<file path="src/rtl/rv32i_pkg.sv">
// Shared RV32I opcode constants, control enums and decode helpers for the
// multi-cycle hart sequencer.
package rv32i_pkg;

  localparam logic [6:0] OPC_LUI      = 7'b0110111;
  localparam logic [6:0] OPC_AUIPC    = 7'b0010111;
  localparam logic [6:0] OPC_JAL      = 7'b1101111;
  localparam logic [6:0] OPC_JALR     = 7'b1100111;
  localparam logic [6:0] OPC_BRANCH   = 7'b1100011;
  localparam logic [6:0] OPC_LOAD     = 7'b0000011;
  localparam logic [6:0] OPC_STORE    = 7'b0100011;
  localparam logic [6:0] OPC_OP_IMM   = 7'b0010011;
  localparam logic [6:0] OPC_OP       = 7'b0110011;
  localparam logic [6:0] OPC_MISC_MEM = 7'b0001111;

  typedef enum logic [3:0] {
    ALU_ADD  = 4'd0,
    ALU_SUB  = 4'd1,
    ALU_SLL  = 4'd2,
    ALU_SLT  = 4'd3,
    ALU_SLTU = 4'd4,
    ALU_XOR  = 4'd5,
    ALU_SRL  = 4'd6,
    ALU_SRA  = 4'd7,
    ALU_OR   = 4'd8,
    ALU_AND  = 4'd9
  } alu_op_t;

  typedef enum logic [1:0] {
    PC_PLUS4 = 2'b00,
    PC_IMM   = 2'b01,
    PC_ALU   = 2'b10
  } pc_sel_t;

  typedef enum logic [1:0] {
    WB_ALU  = 2'b00,
    WB_LOAD = 2'b01,
    WB_PC4  = 2'b10,
    WB_IMM  = 2'b11
  } wb_sel_t;

  typedef enum logic [2:0] {
    S_IDLE      = 3'd0,
    S_FETCH     = 3'd1,
    S_DECODE    = 3'd2,
    S_EXECUTE   = 3'd3,
    S_MEMORY    = 3'd4,
    S_WRITEBACK = 3'd5,
    S_TRAP      = 3'd6
  } seq_state_t;

  // SYSTEM (ECALL/EBREAK/CSR) is deliberately absent: it traps.
  function automatic logic is_legal_opcode(input logic [6:0] i_opc);
    case (i_opc)
      OPC_LUI, OPC_AUIPC, OPC_JAL, OPC_JALR, OPC_BRANCH,
      OPC_LOAD, OPC_STORE, OPC_OP_IMM, OPC_OP, OPC_MISC_MEM: return 1'b1;
      default: return 1'b0;
    endcase
  endfunction

  function automatic alu_op_t alu_from_funct(input logic [2:0] i_funct3,
                                             input logic       i_funct7b5,
                                             input logic       i_allow_sub);
    case (i_funct3)
      3'b000:  return (i_funct7b5 && i_allow_sub) ? ALU_SUB : ALU_ADD;
      3'b001:  return ALU_SLL;
      3'b010:  return ALU_SLT;
      3'b011:  return ALU_SLTU;
      3'b100:  return ALU_XOR;
      3'b101:  return i_funct7b5 ? ALU_SRA : ALU_SRL;
      3'b110:  return ALU_OR;
      default: return ALU_AND;
    endcase
  endfunction

endpackage

</file>
<file path="src/rtl/imm_gen.sv">
// Combinational RV32I immediate extraction (I/S/B/U/J) chosen by the IR opcode,
// sign-extended to the datapath width.
module imm_gen
  import rv32i_pkg::*;
#(
  parameter int DWIDTH = 32
) (
  input  logic [31:0]       i_ir,
  output logic [DWIDTH-1:0] o_imm
);

  logic [31:0] w_imm32;

  always_comb begin
    case (i_ir[6:0])
      OPC_STORE:          w_imm32 = {{20{i_ir[31]}}, i_ir[31:25], i_ir[11:7]};
      OPC_BRANCH:         w_imm32 = {{19{i_ir[31]}}, i_ir[31], i_ir[7], i_ir[30:25], i_ir[11:8], 1'b0};
      OPC_LUI, OPC_AUIPC: w_imm32 = {i_ir[31:12], 12'b0};
      OPC_JAL:            w_imm32 = {{11{i_ir[31]}}, i_ir[31], i_ir[19:12], i_ir[20], i_ir[30:21], 1'b0};
      default:            w_imm32 = {{20{i_ir[31]}}, i_ir[31:20]};
    endcase
  end

  assign o_imm = DWIDTH'($signed(w_imm32));

endmodule

</file>
<file path="src/rtl/hart_sequencer.sv">
// Multi-cycle RV32I control FSM: fetches into the IR, then walks each instruction
// through DECODE/EXECUTE/MEMORY/WRITEBACK driving the datapath selects and strobes.
module hart_sequencer
  import rv32i_pkg::*;
#(
  parameter int          DWIDTH   = 32,
  parameter logic [31:0] RESET_IR = 32'h0000_0013
) (
  input  logic              Clk_Core,
  input  logic              Rst_Core_N,
  output logic              Instr_Req,
  input  logic              Instr_Valid,
  input  logic [31:0]       Instruction,
  output logic              Mem_Req,
  output logic              Mem_We,
  output logic [2:0]        Mem_Size,
  input  logic              Mem_Ack,
  input  logic              ALU_Zero_Flag,
  output logic [3:0]        ALU_OP,
  output logic              ALU_Src_A_Sel,
  output logic              ALU_Src_B_Sel,
  output logic [1:0]        PC_Sel,
  output logic              PC_Write,
  output logic [4:0]        Rs1_Addr,
  output logic [4:0]        Rs2_Addr,
  output logic [4:0]        Rd_Addr,
  output logic [DWIDTH-1:0] Imm,
  output logic              Reg_Wr_En,
  output logic [1:0]        Wb_Sel,
  output logic              Illegal_Instr
);

  seq_state_t  r_state;
  logic [31:0] r_ir;
  logic        r_illegal;

  logic [6:0]  w_opcode;
  logic [2:0]  w_funct3;
  logic        w_funct7b5;
  logic        w_is_store;
  logic        w_branch_taken;
  alu_op_t     w_alu_op;
  logic        w_src_a;
  logic        w_src_b;
  pc_sel_t     w_pc_sel;
  wb_sel_t     w_wb_sel;
  logic        w_pc_write;
  logic        w_reg_wr;
  logic        w_mem_req;
  logic        w_instr_req;

  assign w_opcode   = r_ir[6:0];
  assign w_funct3   = r_ir[14:12];
  assign w_funct7b5 = r_ir[30];
  assign w_is_store = (w_opcode == OPC_STORE);
  // BNE/BLT/BLTU are taken on a non-zero ALU result; the others on zero.
  assign w_branch_taken = ALU_Zero_Flag ^ (w_funct3[2] ^ w_funct3[0]);

  always_ff @(posedge Clk_Core or negedge Rst_Core_N) begin
    if (!Rst_Core_N) begin
      r_state   <= S_IDLE;
      r_ir      <= RESET_IR;
      r_illegal <= 1'b0;
    end else begin
      case (r_state)
        S_IDLE: r_state <= S_FETCH;
        S_FETCH: begin
          if (Instr_Valid) begin
            r_ir    <= Instruction;
            r_state <= S_DECODE;
          end
        end
        S_DECODE: begin
          if (is_legal_opcode(w_opcode)) begin
            r_state <= S_EXECUTE;
          end else begin
            r_state   <= S_TRAP;
            r_illegal <= 1'b1;
          end
        end
        S_EXECUTE: begin
          case (w_opcode)
            OPC_BRANCH, OPC_MISC_MEM: r_state <= S_FETCH;
            OPC_LOAD, OPC_STORE:      r_state <= S_MEMORY;
            default:                  r_state <= S_WRITEBACK;
          endcase
        end
        S_MEMORY: begin
          if (Mem_Ack) r_state <= w_is_store ? S_FETCH : S_WRITEBACK;
        end
        S_WRITEBACK: r_state <= S_FETCH;
        S_TRAP: begin
          r_state   <= S_TRAP;
          r_illegal <= 1'b1;
        end
        default: r_state <= S_IDLE;
      endcase
    end
  end

  always_comb begin
    w_alu_op    = ALU_ADD;
    w_src_a     = 1'b0;
    w_src_b     = 1'b0;
    w_pc_sel    = PC_PLUS4;
    w_wb_sel    = WB_ALU;
    w_pc_write  = 1'b0;
    w_reg_wr    = 1'b0;
    w_mem_req   = 1'b0;
    w_instr_req = 1'b0;

    // ALU controls are set up in EXECUTE and held through MEMORY/WRITEBACK.
    if (r_state == S_EXECUTE || r_state == S_MEMORY || r_state == S_WRITEBACK) begin
      case (w_opcode)
        OPC_OP:     w_alu_op = alu_from_funct(w_funct3, w_funct7b5, 1'b1);
        OPC_OP_IMM: begin
          w_alu_op = alu_from_funct(w_funct3, w_funct7b5, 1'b0);
          w_src_b  = 1'b1;
        end
        OPC_BRANCH: begin
          case (w_funct3[2:1])
            2'b10:   w_alu_op = ALU_SLT;
            2'b11:   w_alu_op = ALU_SLTU;
            default: w_alu_op = ALU_SUB;
          endcase
        end
        OPC_LOAD, OPC_STORE, OPC_JALR, OPC_LUI: w_src_b = 1'b1;
        OPC_AUIPC, OPC_JAL: begin
          w_src_a = 1'b1;
          w_src_b = 1'b1;
        end
        default: ;
      endcase
    end

    case (r_state)
      S_FETCH: w_instr_req = 1'b1;
      S_EXECUTE: begin
        if (w_opcode == OPC_BRANCH) begin
          w_pc_write = 1'b1;
          w_pc_sel   = w_branch_taken ? PC_IMM : PC_PLUS4;
        end else if (w_opcode == OPC_MISC_MEM) begin
          w_pc_write = 1'b1;
        end
      end
      S_MEMORY: begin
        w_mem_req  = 1'b1;
        w_pc_write = Mem_Ack && w_is_store;
      end
      S_WRITEBACK: begin
        w_reg_wr   = (r_ir[11:7] != 5'd0);
        w_pc_write = 1'b1;
        case (w_opcode)
          OPC_LOAD: w_wb_sel = WB_LOAD;
          OPC_JAL: begin
            w_wb_sel = WB_PC4;
            w_pc_sel = PC_IMM;
          end
          OPC_JALR: begin
            w_wb_sel = WB_PC4;
            w_pc_sel = PC_ALU;
          end
          OPC_LUI:  w_wb_sel = WB_IMM;
          default:  w_wb_sel = WB_ALU;
        endcase
      end
      default: ;
    endcase
  end

  imm_gen #(.DWIDTH(DWIDTH)) u_imm_gen (
    .i_ir  (r_ir),
    .o_imm (Imm)
  );

  assign Instr_Req     = w_instr_req;
  assign Mem_Req       = w_mem_req;
  assign Mem_We        = w_mem_req && w_is_store;
  assign Mem_Size      = w_mem_req ? w_funct3 : 3'b000;
  assign ALU_OP        = w_alu_op;
  assign ALU_Src_A_Sel = w_src_a;
  assign ALU_Src_B_Sel = w_src_b;
  assign PC_Sel        = w_pc_sel;
  assign PC_Write      = w_pc_write;
  assign Rs1_Addr      = r_ir[19:15];
  assign Rs2_Addr      = r_ir[24:20];
  assign Rd_Addr       = r_ir[11:7];
  assign Reg_Wr_En     = w_reg_wr;
  assign Wb_Sel        = w_wb_sel;
  assign Illegal_Instr = r_illegal;

endmodule
</file>
<file path="config.mk">
export PLATFORM = sky130hd
export DESIGN_NAME = hart_sequencer
export DESIGN_NICKNAME = d
export VERILOG_FILES = /design/src/rtl/rv32i_pkg.sv /design/src/rtl/imm_gen.sv /design/src/rtl/hart_sequencer.sv
export SDC_FILE = /design/constraint.sdc
export NUM_CORES = 1
export LEC_CHECK = 0
export ABC_AREA = 1
export BUFFER_PORTS_ARGS = -buffer_cell sky130_fd_sc_hd__buf_2
export CAP_MARGIN = 30
export CELL_PAD_IN_SITES_DETAIL_PLACEMENT = 0
export CELL_PAD_IN_SITES_GLOBAL_PLACEMENT = 1
export CORE_AREA = 8 8 90 92
export CTS_BUF_LIST = sky130_fd_sc_hd__clkbuf_8
export DETAILED_ROUTE_END_ITERATION = 10
export DIE_AREA = 0 0 98 100
export GPL_TIMING_DRIVEN = 0
export PLACE_DENSITY = 0.85
export SETUP_SLACK_MARGIN = 0.2
export SYNTH_ARGS = -nofsm -noshare
export SYNTH_HDL_FRONTEND = slang
export SYNTH_SLANG_ARGS = --single-unit
</file>
<file path="constraint.sdc">
create_clock -name Clk_Core -period 4.2 [get_ports Clk_Core]
set_input_delay 0.63 -clock Clk_Core [delete_from_list [all_inputs] [get_ports Clk_Core]]
set_output_delay 0.63 -clock Clk_Core [all_outputs]
set_load 0.01 [all_outputs]
</file>
==> impl_summary.log <==
INFO  metric combinational_family_with_the_most_area_after_synthesis = simple AND/OR/NAND/NOR gates
INFO  metric initial_antenna_violation_count = 0
INFO  metric worst_ep_required_time = 3.57 ns
INFO  metric areaGrowthSynthToFinish = 28.4%
INFO  metric critical-path-max-stage-delay = 0.57 ns
INFO  metric path_delay_family = flip-flops
INFO  metric place.gp.congestion = 0.842
INFO  metric port_buffers = 102
INFO  metric cts-resized-gates = 0
INFO  metric share_comb_of_total_power = 60.9%
INFO  metric groute.usage.overall = 14.6%
INFO  metric rrSetupSlack = 2.69 ns
INFO  metric crit_arrival = 1.93 ns
INFO  metric unrepaired_setup_endpoints_after_global_routing = false
INFO  metric path_cells = nand2_4, nor2_4, nand2_2, inv_1, nand2_1, a21oi_1, buf_2
INFO  metric synthAdderAreaFrac = 0%
INFO  metric syn-instance-count = 304
INFO  metric crit_path_start_kind = flip-flop
INFO  metric ctsHtreeMaxLevel = 2
INFO  metric worst_setup_hold_path_clk_slew = 0.07 ns
INFO  metric drive_gt1_share = 48.1%
INFO  metric setup_viol = 0
INFO  metric leakagePower = 1.78 nW
INFO  metric overflow = 0
INFO  metric whs = 0.438 ns
INFO  metric cts_tree = built
INFO  metric crit_path_time_final = 2.56 ns
INFO  metric worst_clock_skew = 0.00538 ns
INFO  metric post_synth.cell_area_avg = 8.12 um2
INFO  metric mostFrequentLayoutCell = sky130_fd_sc_hd__buf_2
INFO  metric totalWireLength = 7100 um
INFO  metric post_synth_and_or_nand_nor_area_fraction = 26.1%
INFO  metric fin_ws = 1.64 ns
INFO  metric utilization = 47.7%
INFO  metric syn-cell-area = 0.00247 mm2
INFO  metric layout.cells.most_common_list = sky130_fd_sc_hd__buf_2 (106), sky130_fd_sc_hd__nand2_1 (50), sky130_fd_sc_hd__nor2_1 (44)
INFO  metric period_share = 61.0%
INFO  metric cts-root-to-sink-buffers = 2
INFO  metric clock_insertion_delay_worst_skew = 0.28 ns
INFO  metric numClockSinks = 36
INFO  metric part_of_the_power_in_the_clock_network = 11.0%
INFO  metric pwr_density_cell = 726 mW/mm2
INFO  metric root_buffer = sky130_fd_sc_hd__clkbuf_8
INFO  metric endpoint_kind = output pin
INFO  metric worst-path-buf-inv = 2
INFO  metric route.vias.total = 2,292
INFO  metric grt_pass1_vias = 2,390
INFO  metric ir_worst_vdd = 0.367 mV
INFO  metric synth.area.mux_share = 5.93%
INFO  metric number_of_drc_violations_after_detailed_routing_iteration_0 = 70
INFO  metric drc = 0
INFO  metric nFillCells = 702
INFO  metric fin_area = 0.00317 mm2
INFO  metric ioPinCount = 103
INFO  metric worst_r2r_startpoint = r_ir[4]$_DFFE_PN1P_
INFO  metric netSwitchingFraction = 45.6%
INFO  metric synth_compound_gate_area_share = 17.2%
INFO  metric power_frac_seq = 28.2%
INFO  metric postCtsHoldBufs = 0
INFO  metric drt_pre_antenna_iters = 4
INFO  metric grt_start_max_net_pins = 37
INFO  metric dp_slack = 1.98 ns
INFO  metric worst-slew-pin-transition = 0.810 ns
INFO  metric detailedPlacementHpwl = 5790 um
INFO  metric critical_path_class = reg -> out
INFO  metric synth_seq_cells = 36
INFO  metric post-cts-setup-buffer-count = 0
INFO  metric finish.net_count = 450
INFO  metric final_hold_viol_count = 0
INFO  metric slew_viol_final = 0
INFO  metric synthXorXnorAreaFrac = 0.710%
INFO  metric dpl_cell_area = 0.00308 mm2
INFO  metric die-width = 98 um
INFO  metric ys_warn_count = 0
INFO  metric timing.reg2reg.worst_path_depth = 10
INFO  metric initial_core_util = 37.2%
INFO  metric dieArea = 0.00980 mm2
INFO  metric critPathMaxFanout = 7
INFO  metric design.core.area = 0.00664 mm2
INFO  metric hold_class = in -> async
INFO  metric max_clock_freq = 390 MHz
INFO  metric num_antenna_cells = 0
INFO  metric syn-num-nets = 341
INFO  metric chipHeight = 100 um
INFO  metric total_switching_power = 1.05 mW
INFO  metric slew_headroom = 46.0%
INFO  metric core.rowCount = 30
INFO  metric p_int = 1.25 mW
INFO  metric cts_made_buffers = 5
INFO  metric timing.critical_path.slowest_stage_cell = sky130_fd_sc_hd__dfstp_2
INFO  metric viasPerCell = 4.64
INFO  metric synth_seq_area_share = 36.6%
INFO  metric per_cell_routed_wire_length = 14.4 um
INFO  metric worst_r2r_endpoint = r_state[0]$_DFFE_PN0P_
INFO  metric ant_nets = 0
INFO  metric maxCapViolCount = 0
INFO  metric grt_first_pass_wirelength = 11,600 um
INFO  metric post_synth_num_cell_types = 41
INFO  metric outcome = finished, final reports clean
INFO  metric setup_total_negative_slack = 0 ns
[sequential cells by signal, indices dropped and copies added (netlist names)]
register and cells:
r_state 3, Illegal_Instr 1, r_ir 32
[through the flow]
stage	total power [mW]	instances
after global placement	2.05	486
final	2.30	494
after detailed placement	2.07	486
after global routing	2.50	494
after floorplan	1.61	304
after CTS	2.33	494
[layer usage]
layer / up-vias / share of wire (%) / wire [um] / GRT usage (%)
li1: 1180 / - / - / -
met1: 1047 / 45 / 3180 / 17.0
met2: 60 / 49 / 3440 / 25.7
met3: 5 / 6.0 / 425 / 4.98
met4: 0 / 0.65 / 46 / 2.52
met5: - / 0 / 0 / 0
[power groups by stage]
| stage | registers [mW] | logic [mW] | clock network [mW] |
|---|---|---|---|
| floorplan | 0.621 | 0.990 | 0 |
| global route | 0.673 | 1.55 | 0.274 |
| detailed placement | 0.655 | 1.42 | 0 |
| CTS | 0.651 | 1.42 | 0.259 |
| global placement | 0.650 | 1.40 | 0 |
| finish | 0.648 | 1.40 | 0.252 |
[worst max path at each step]
stage / start / end / slack (ns) / cells after the start
detailed placement: r_ir[0]$_DFFE_PN1P_ / Wb_Sel[0] / 1.98 / 7
floorplan: r_ir[1]$_DFFE_PN1P_ / Imm[20] / 2.23 / 5
CTS: r_ir[0]$_DFFE_PN1P_ / Wb_Sel[0] / 1.66 / 7
global route: r_ir[0]$_DFFE_PN1P_ / Wb_Sel[0] / 1.56 / 7
global placement: r_ir[1]$_DFFE_PN1P_ / Wb_Sel[0] / 1.99 / 7
finish: r_ir[1]$_DFFE_PN1P_ / Wb_Sel[0] / 1.64 / 7
[area by class of cell]
| cell class | instances | area (um2) | share of cell area (%) |
|---|---|---|---|
| timing repair buffer | 102 | 510 | 16.1 |
| sequential | 36 | 905 | 28.5 |
| clock inverter | 2 | 7.51 | 0.237 |
| buffer | 24 | 178 | 5.61 |
| clock buffer | 6 | 82.6 | 2.61 |
| tap | 80 | 100 | 3.16 |
| inverter | 41 | 154 | 4.86 |
| multi-input combinational | 203 | 1230 | 38.9 |
[kinds of logic (layout without fill, tap and decap cells)]
logic type      Yosys count  in the layout
compound gates           60             60
mux                      11             11
flops                    36             36
buf+inv                  65            175
xor+xnor                  2              2
simple gates            130            130
[cell usage after synthesis]
library cell               instances  area, um2
sky130_fd_sc_hd__nand2_1          50        188
sky130_fd_sc_hd__nor2_1           44        165
sky130_fd_sc_hd__dfrtp_1          33        826
sky130_fd_sc_hd__inv_1            32        120
sky130_fd_sc_hd__a21oi_2          20        175
sky130_fd_sc_hd__o21ai_0          19       95.1
sky130_fd_sc_hd__buf_4            16        120
sky130_fd_sc_hd__inv_2             9       33.8
sky130_fd_sc_hd__nand3_1           7       35.0
sky130_fd_sc_hd__mux2_4            6       90.1
sky130_fd_sc_hd__nand2_2           6       37.5
sky130_fd_sc_hd__a21oi_1           5       25.0
sky130_fd_sc_hd__mux2_2            5       56.3
sky130_fd_sc_hd__nand2_4           5       56.3
sky130_fd_sc_hd__buf_2             4       20.0
sky130_fd_sc_hd__o21ai_2           4       35.0
sky130_fd_sc_hd__buf_6             3       33.8
sky130_fd_sc_hd__dfstp_2           3       78.8
sky130_fd_sc_hd__nor2_2            3       18.8
sky130_fd_sc_hd__nor2_8            3       60.1
sky130_fd_sc_hd__nor3_1            3       15.0
sky130_fd_sc_hd__o21ai_1           3       15.0
sky130_fd_sc_hd__nand4_1           2       12.5
sky130_fd_sc_hd__nor2_4            2       22.5
sky130_fd_sc_hd__a21oi_4           1       16.3
sky130_fd_sc_hd__a31oi_1           1       6.26
sky130_fd_sc_hd__a32oi_1           1       8.76
sky130_fd_sc_hd__a41oi_1           1       8.76
sky130_fd_sc_hd__and2_1            1       6.26
sky130_fd_sc_hd__clkbuf_1          1       3.75
sky130_fd_sc_hd__nand3b_1          1       7.51
sky130_fd_sc_hd__nor4_1            1       6.26
sky130_fd_sc_hd__o21bai_1          1       7.51
sky130_fd_sc_hd__o221ai_1          1       8.76
sky130_fd_sc_hd__o22ai_1           1       6.26
sky130_fd_sc_hd__o32ai_1           1       8.76
sky130_fd_sc_hd__o41ai_1           1       8.76
sky130_fd_sc_hd__or2_1             1       6.26
sky130_fd_sc_hd__or2_2             1       6.26
sky130_fd_sc_hd__xnor2_1           1       8.76
sky130_fd_sc_hd__xor2_1            1       8.76
(Power assumes the default switching activity.)
